File: src/rtl/exec_unit.sv
// exec_unit: integer execute unit (base ALU, optional multiply/divide).
// Latency: base 1 cycle; MUL* 2; DIV*/REM* XLEN+2 (2 for divide-by-zero or signed overflow).
// Backpressure: one op at a time; result held in DONE until out_ready, in_ready low meanwhile.
// Optional feature macro: EXEC_UNIT_MULDIV_EN enables the multiply/divide datapath.
module exec_unit #(
    parameter int XLEN = 32,
    parameter int SHW  = $clog2(XLEN)
) (
    input  logic            clk,
    input  logic            rst,
    input  logic            in_valid,
    output logic            in_ready,
    input  logic [2:0]      in_op,
    input  logic            in_is_m,
    input  logic            in_is_sub,
    input  logic            in_is_sra,
    input  logic            in_pass,
    input  logic [XLEN-1:0] in1,
    input  logic [XLEN-1:0] in2,
    input  logic            flush,
    output logic            out_valid,
    input  logic            out_ready,
    output logic [XLEN-1:0] out_result
);
    typedef enum logic [1:0] {
        S_IDLE = 2'd0,
        S_MUL  = 2'd1,
        S_DIV  = 2'd2,
        S_DONE = 2'd3
    } state_t;

    state_t          state_q, state_d;
    logic [XLEN-1:0] res_q, res_d;
    logic            accept;
    logic [XLEN-1:0] alu_res;
    logic [SHW-1:0]  shamt;

    assign accept     = in_valid && in_ready;
    assign out_result = res_q;

    // Base ALU evaluated on the live inputs during the accept cycle
    always_comb begin
        shamt   = in2[SHW-1:0];
        alu_res = '0;
        if (in_pass) begin
            alu_res = in2;
        end else begin
            case (in_op)
                3'd0: alu_res = in_is_sub ? (in1 - in2) : (in1 + in2);
                3'd1: alu_res = in1 << shamt;
                3'd2: alu_res = {{(XLEN-1){1'b0}}, ($signed(in1) < $signed(in2))};
                3'd3: alu_res = {{(XLEN-1){1'b0}}, (in1 < in2)};
                3'd4: alu_res = in1 ^ in2;
                3'd5: begin
                    if (in_is_sra) alu_res = $signed(in1) >>> shamt;
                    else           alu_res = in1 >> shamt;
                end
                3'd6: alu_res = in1 | in2;
                default: alu_res = in1 & in2;
            endcase
        end
    end

`ifdef EXEC_UNIT_MULDIV_EN
    localparam logic [XLEN-1:0] XMIN     = {1'b1, {(XLEN-1){1'b0}}};
    localparam logic [SHW:0]    CNT_LAST = (SHW+1)'(XLEN);

    logic [2:0]        op_q, op_d;
    logic [XLEN-1:0]   a_q, a_d, b_q, b_d;
    logic [XLEN-1:0]   rem_q, rem_d, quo_q, quo_d, dvs_q, dvs_d;
    logic [SHW:0]      cnt_q, cnt_d;
    logic              mul_sa, mul_sb, div_signed;
    logic [2*XLEN-1:0] mul_ea, mul_eb, mul_prod;
    logic [XLEN-1:0]   mul_res, quo_fix, rem_fix, rem_next;
    logic [XLEN:0]     div_shifted;
    logic              div_ge, div_zero, div_ovf, div_early, div_last;

    // Multiplier and divider step, both working on latched operands
    always_comb begin
        mul_sa      = (op_q[1:0] == 2'd1) || (op_q[1:0] == 2'd2);
        mul_sb      = (op_q[1:0] == 2'd1);
        mul_ea      = {{XLEN{mul_sa & a_q[XLEN-1]}}, a_q};
        mul_eb      = {{XLEN{mul_sb & b_q[XLEN-1]}}, b_q};
        mul_prod    = mul_ea * mul_eb;
        mul_res     = (op_q[1:0] == 2'd0) ? mul_prod[XLEN-1:0] : mul_prod[2*XLEN-1:XLEN];
        div_signed  = !op_q[0];
        div_zero    = (b_q == '0);
        div_ovf     = div_signed && (a_q == XMIN) && (&b_q);
        div_early   = (cnt_q == '0) && (div_zero || div_ovf);
        div_last    = (cnt_q == CNT_LAST);
        div_shifted = {rem_q, quo_q[XLEN-1]};
        div_ge      = (div_shifted >= {1'b0, dvs_q});
        rem_next    = div_ge ? (div_shifted[XLEN-1:0] - dvs_q) : div_shifted[XLEN-1:0];
        // quotient sign follows operand signs, remainder follows the dividend
        quo_fix     = (div_signed && (a_q[XLEN-1] ^ b_q[XLEN-1])) ? -quo_q : quo_q;
        rem_fix     = (div_signed && a_q[XLEN-1]) ? -rem_q : rem_q;
    end
`endif

    // Next-state logic; flush always wins and returns to IDLE
    always_comb begin
        state_d = state_q;
        case (state_q)
            S_IDLE: begin
                if (accept) begin
                    if (!in_is_m) state_d = S_DONE;
`ifdef EXEC_UNIT_MULDIV_EN
                    else          state_d = in_op[2] ? S_DIV : S_MUL;
`else
                    else          state_d = S_DONE;
`endif
                end
            end
`ifdef EXEC_UNIT_MULDIV_EN
            S_MUL: state_d = S_DONE;
            S_DIV: if (div_early || div_last) state_d = S_DONE;
`endif
            S_DONE: if (out_ready) state_d = S_IDLE;
            default: state_d = S_IDLE;
        endcase
        if (flush) state_d = S_IDLE;
    end

    // Output decode from the current state
    always_comb begin
        in_ready  = (state_q == S_IDLE) && !flush && !rst;
        out_valid = (state_q == S_DONE);
    end

    // Datapath next values: latch at accept, then multiply or iterate the divider
    always_comb begin
        res_d = res_q;
`ifdef EXEC_UNIT_MULDIV_EN
        op_d  = op_q;
        a_d   = a_q;
        b_d   = b_q;
        rem_d = rem_q;
        quo_d = quo_q;
        dvs_d = dvs_q;
        cnt_d = cnt_q;
`endif
        if (accept) begin
            res_d = in_is_m ? '0 : alu_res;
`ifdef EXEC_UNIT_MULDIV_EN
            op_d  = in_op;
            a_d   = in1;
            b_d   = in2;
            cnt_d = '0;
            rem_d = '0;
            // divider runs on magnitudes; signs are restored in the fixup cycle
            quo_d = (!in_op[0] && in1[XLEN-1]) ? -in1 : in1;
            dvs_d = (!in_op[0] && in2[XLEN-1]) ? -in2 : in2;
        end else if (state_q == S_MUL) begin
            res_d = mul_res;
        end else if (state_q == S_DIV) begin
            if (div_early) begin
                if (div_zero) res_d = op_q[1] ? a_q : '1;
                else          res_d = op_q[1] ? '0 : a_q;
            end else if (div_last) begin
                res_d = op_q[1] ? rem_fix : quo_fix;
            end else begin
                rem_d = rem_next;
                quo_d = {quo_q[XLEN-2:0], div_ge};
                cnt_d = cnt_q + 1'b1;
            end
`endif
        end
    end

    // State register
    always_ff @(posedge clk) begin
        if (rst) state_q <= S_IDLE;
        else     state_q <= state_d;
    end

    // Datapath registers
    always_ff @(posedge clk) begin
        if (rst) begin
            res_q <= '0;
`ifdef EXEC_UNIT_MULDIV_EN
            op_q  <= '0;
            a_q   <= '0;
            b_q   <= '0;
            rem_q <= '0;
            quo_q <= '0;
            dvs_q <= '0;
            cnt_q <= '0;
`endif
        end else begin
            res_q <= res_d;
`ifdef EXEC_UNIT_MULDIV_EN
            op_q  <= op_d;
            a_q   <= a_d;
            b_q   <= b_d;
            rem_q <= rem_d;
            quo_q <= quo_d;
            dvs_q <= dvs_d;
            cnt_q <= cnt_d;
`endif
        end
    end
endmodule

File: config.mk
export PLATFORM = sky130hd
export DESIGN_NAME = exec_unit
export DESIGN_NICKNAME = d
export VERILOG_FILES = /design/src/rtl/exec_unit.sv
export SDC_FILE = /design/constraint.sdc
export NUM_CORES = 1
export LEC_CHECK = 0
export BUFFER_PORTS_ARGS = -buffer_cell sky130_fd_sc_hd__buf_2
export CAP_MARGIN = 20
export CORE_MARGIN = 8
export CORE_UTILIZATION = 40
export DETAILED_ROUTE_END_ITERATION = 6
export HOLD_SLACK_MARGIN = 0.1
export PLACE_DENSITY = 0.59
export SYNTH_ARGS = -nofsm -noshare
export SYNTH_HDL_FRONTEND = slang
export SYNTH_SLANG_ARGS = --single-unit
export TNS_END_PERCENT = 5
File: constraint.sdc
create_clock -name clk -period 3.41 [get_ports clk]
set_clock_uncertainty 0.15 [all_clocks]
set_input_delay 0.1705 -clock clk [delete_from_list [all_inputs] [get_ports clk]]
set_output_delay 0.1705 -clock clk [all_outputs]
set_load 0.05 [all_outputs]
==> results.toml <==
[global_routing]
antenna_found_initial = 2
overflow = 0
first_global_vias = 12700
grt_util_all_layers_pct = 33.5
grt_pass1_wl_um = 80900
grt_max_degree = 75

[cts]
cts_sinks = 33
cts_tree = "yes"
root_buffer = "clkbuf_16"
clk_pin_slew_ns = 0.07
h-tree-depth = 2
cts_buffer_depth = 2
cts_buffers = 5
clk_latency_ns = 0.29

[place]
post-dp-hpwl_um = 43100
io_buffers = 109
gp_congestion = 1.00
place_area_sq_um = 12000
dp_worst_setup_slack_ns = 0.170

[synthesis]
synth_area_sq_um = 10700
synth.area.top_cells = "mux4_2, ha_1, a21oi_1"
synth_top_area_share_pct = 11.4
yosysUniqueCellTypes = 87
synth_area_per_cell_sq_um = 7.25
yosysSeqAreaShare_pct = 6.19
ys_ff_latch = 33
synth_edf_count = 0
synth_ff_type = "dfxtp_1"
synth_cells = 1472
async_reset_ff_share_pct = 0
synth_area_leader_cell = "mux4_2"
synth.net_count = 1647
ys_warn_count = 0

[timing]
final-hold-violation-count = 0
fin_crit_sh_pct = 95.2
tightest_slew_ns = 1.01
fmax_ghz = 0.308
setup_slack_ns = 0.164
rsz0062_at_grt = "false"
setup_viol = 0
relSlewSlack_pct = 32.3
period_needed_ns = 3.25
report.final.slew_viol_count = 0

[hold_path]
holdCritPathClass = "input pin to flip-flop"

[routing]
antenna_left = 0
vias = 13300
drt_wl_total_um = 55100
vias_per_cell = 6.91
drt_iter0_drc = 1874
wl_met3_um = 6070
drc = 0
route.top_layer_used = "met5"
wl_per_cell_um = 28.7
dr.pass1.iters = 6
m1WireLength_um = 22800
met2_wirelength_um = 23800

[setup_path]
required_ns = 3.50
critPathKind = "input pin to flip-flop"
critPathArrivalTime_ns = 3.33
worstSetupEndpointType = "flip-flop"
crit_fanout = 6
start_kind = "input pin"

[floorplanning]
row_count = 60
die_h_um = 179
initial_core_util_pct = 40.2
dieArea_sq_um = 32200
pin_count = 110
core_sq_um = 26600
die_width_um = 179

[layout]
area_growth_pct = 14.7
layout.nets = 1755
multi_input_area_sq_um = 9100
n_antenna_cell = 0
drive_above_1_share_pct = 21.2
ff_latch_area_sq_um = 661
n_fill_cell = 2820
fin_area_sq_um = 12200

[power_and_ir_drop]
max-vdd-ir-drop_uv = 158
p_leak_nw = 5.34
p_per_area_nw_per_um2 = 237

[run_status]
outcome = "completed"

[job]
drv_cap = 0
-- routing by layer --
metal | global-route usage (%) | up-vias
li1 | - | 5796
met1 | 45.8 | 6425
met2 | 51.3 | 897
met3 | 5.93 | 154
met4 | 13.8 | 4
met5 | 0 | -
-- flip-flops by register name, indices dropped and copies added (netlist names) --
signal and count:
out_result 32, state_q 1
-- critical path, cell delays in order --
cell and delay, ns:
dlygate4sd3_1 0.53, buf_2 0.13, inv_1 0.06, ha_1 0.40
nor2b_1 0.10, or4b_1 0.48, and4b_1 0.32, o21ai_2 0.14
a21oi_1 0.25, o21ai_0 0.16, or4_1 0.49, nand3_1 0.09
-- report_power, final --
group	switching [W]	internal (W)	leakage (nW)
logic	0.00127	0.000720	5.00
clock network	0.000229	0.000270	0.0706
registers	0.0000105	0.000398	0.268
-- path summary, 6_finish.rpt --
path	from	to	slack, ns	cells past startpoint
worst min register to register	out_result[4]	out_result[4]	0.31	2
worst max register to register	state_q[0]	out_result[20]	0.65	8
worst min-delay path	in2[13]	out_result[13]	0.13	3
worst max-delay path	in2[6]	out_result[31]	0.16	12
-- cells in the mapped netlist (all sizes together) (5+ instances only) --
cell type and number:
a21oi 160, nor2 139, nand2 118, ha 97, inv 97, o21ai 94, clkbuf 87, mux4 54
mux2i 52, buf 41, a211oi 36, nor3 36, dfxtp 33, mux2 30, o211ai 28, nand3 26
a22oi 21, o31ai 20, o21a 18, xnor2 18, a31oi 17, a21o 13, a221oi 12, a22o 11
nor4 11, a221o 10, and3 10, nand4 10, o221ai 10, a311oi 9, nand2b 8, nor2b 8
o21bai 8, o22ai 8, o311ai 8, a2111oi 7, a222oi 7, and2 7, o311a 7, a32oi 6
or3 6, a21boi 5, a31o 5
-- cell type report --
type / count / share of cell area, %
clock buffers: 6 / 1.05
clock inverters: 2 / 0.0818
inverters: 101 / 3.10
multi-input cells: 1210 / 74.3
flip-flops and latches: 33 / 5.40
well taps: 341 / 3.49
repair buffers: 229 / 12.6
-- logic make-up after synthesis --
logic type	synth area share, %
buffers and inverters	8.72
adders and majority gates	11.7
and+or+nand+nor	17.2
DFF	6.19
AOI/OAI and AO/OA	35.0
muxes	19.5
xor gates and xnor gates	1.64
-- layout by cell type, fill, tap and decap left out, drive strengths merged, types with 52 or more instances in the layout --
cell	n
buf	219
a21oi	160
nor2	139
nand2	118
ha	97
inv	97
o21ai	94
mux4	54
mux2i	52
-- per-stage QoR --
stage | power (W) | hold WS (ns) | std cells | utilization (%) | TNS, ns
5_1_grt | 0.00301 | 0.123 | 1922 | 46.1 | 0
4_1_cts | 0.00282 | 0.116 | 1922 | 46.1 | 0
6_report | 0.00290 | 0.127 | 1922 | 46.1 | 0
3_5_place_dp | 0.00232 | 0.233 | 1904 | 45.2 | 0
3_3_place_gp | 0.00232 | 0.231 | 1904 | 45.2 | 0
2_1_floorplan | 0.00162 | 0.110 | 1472 | - | -0.0787
-- repair_timing --
| action | in CTS | in global routing |
|---|---|---|
| endpoints found under the hold margin | 9 | 0 |
| hold buffers | 10 | 0 |
| buffers inserted | 0 | 0 |
| gates resized for setup | 0 | 0 |
No activity file was read; power rests on OpenSTA's default activity.
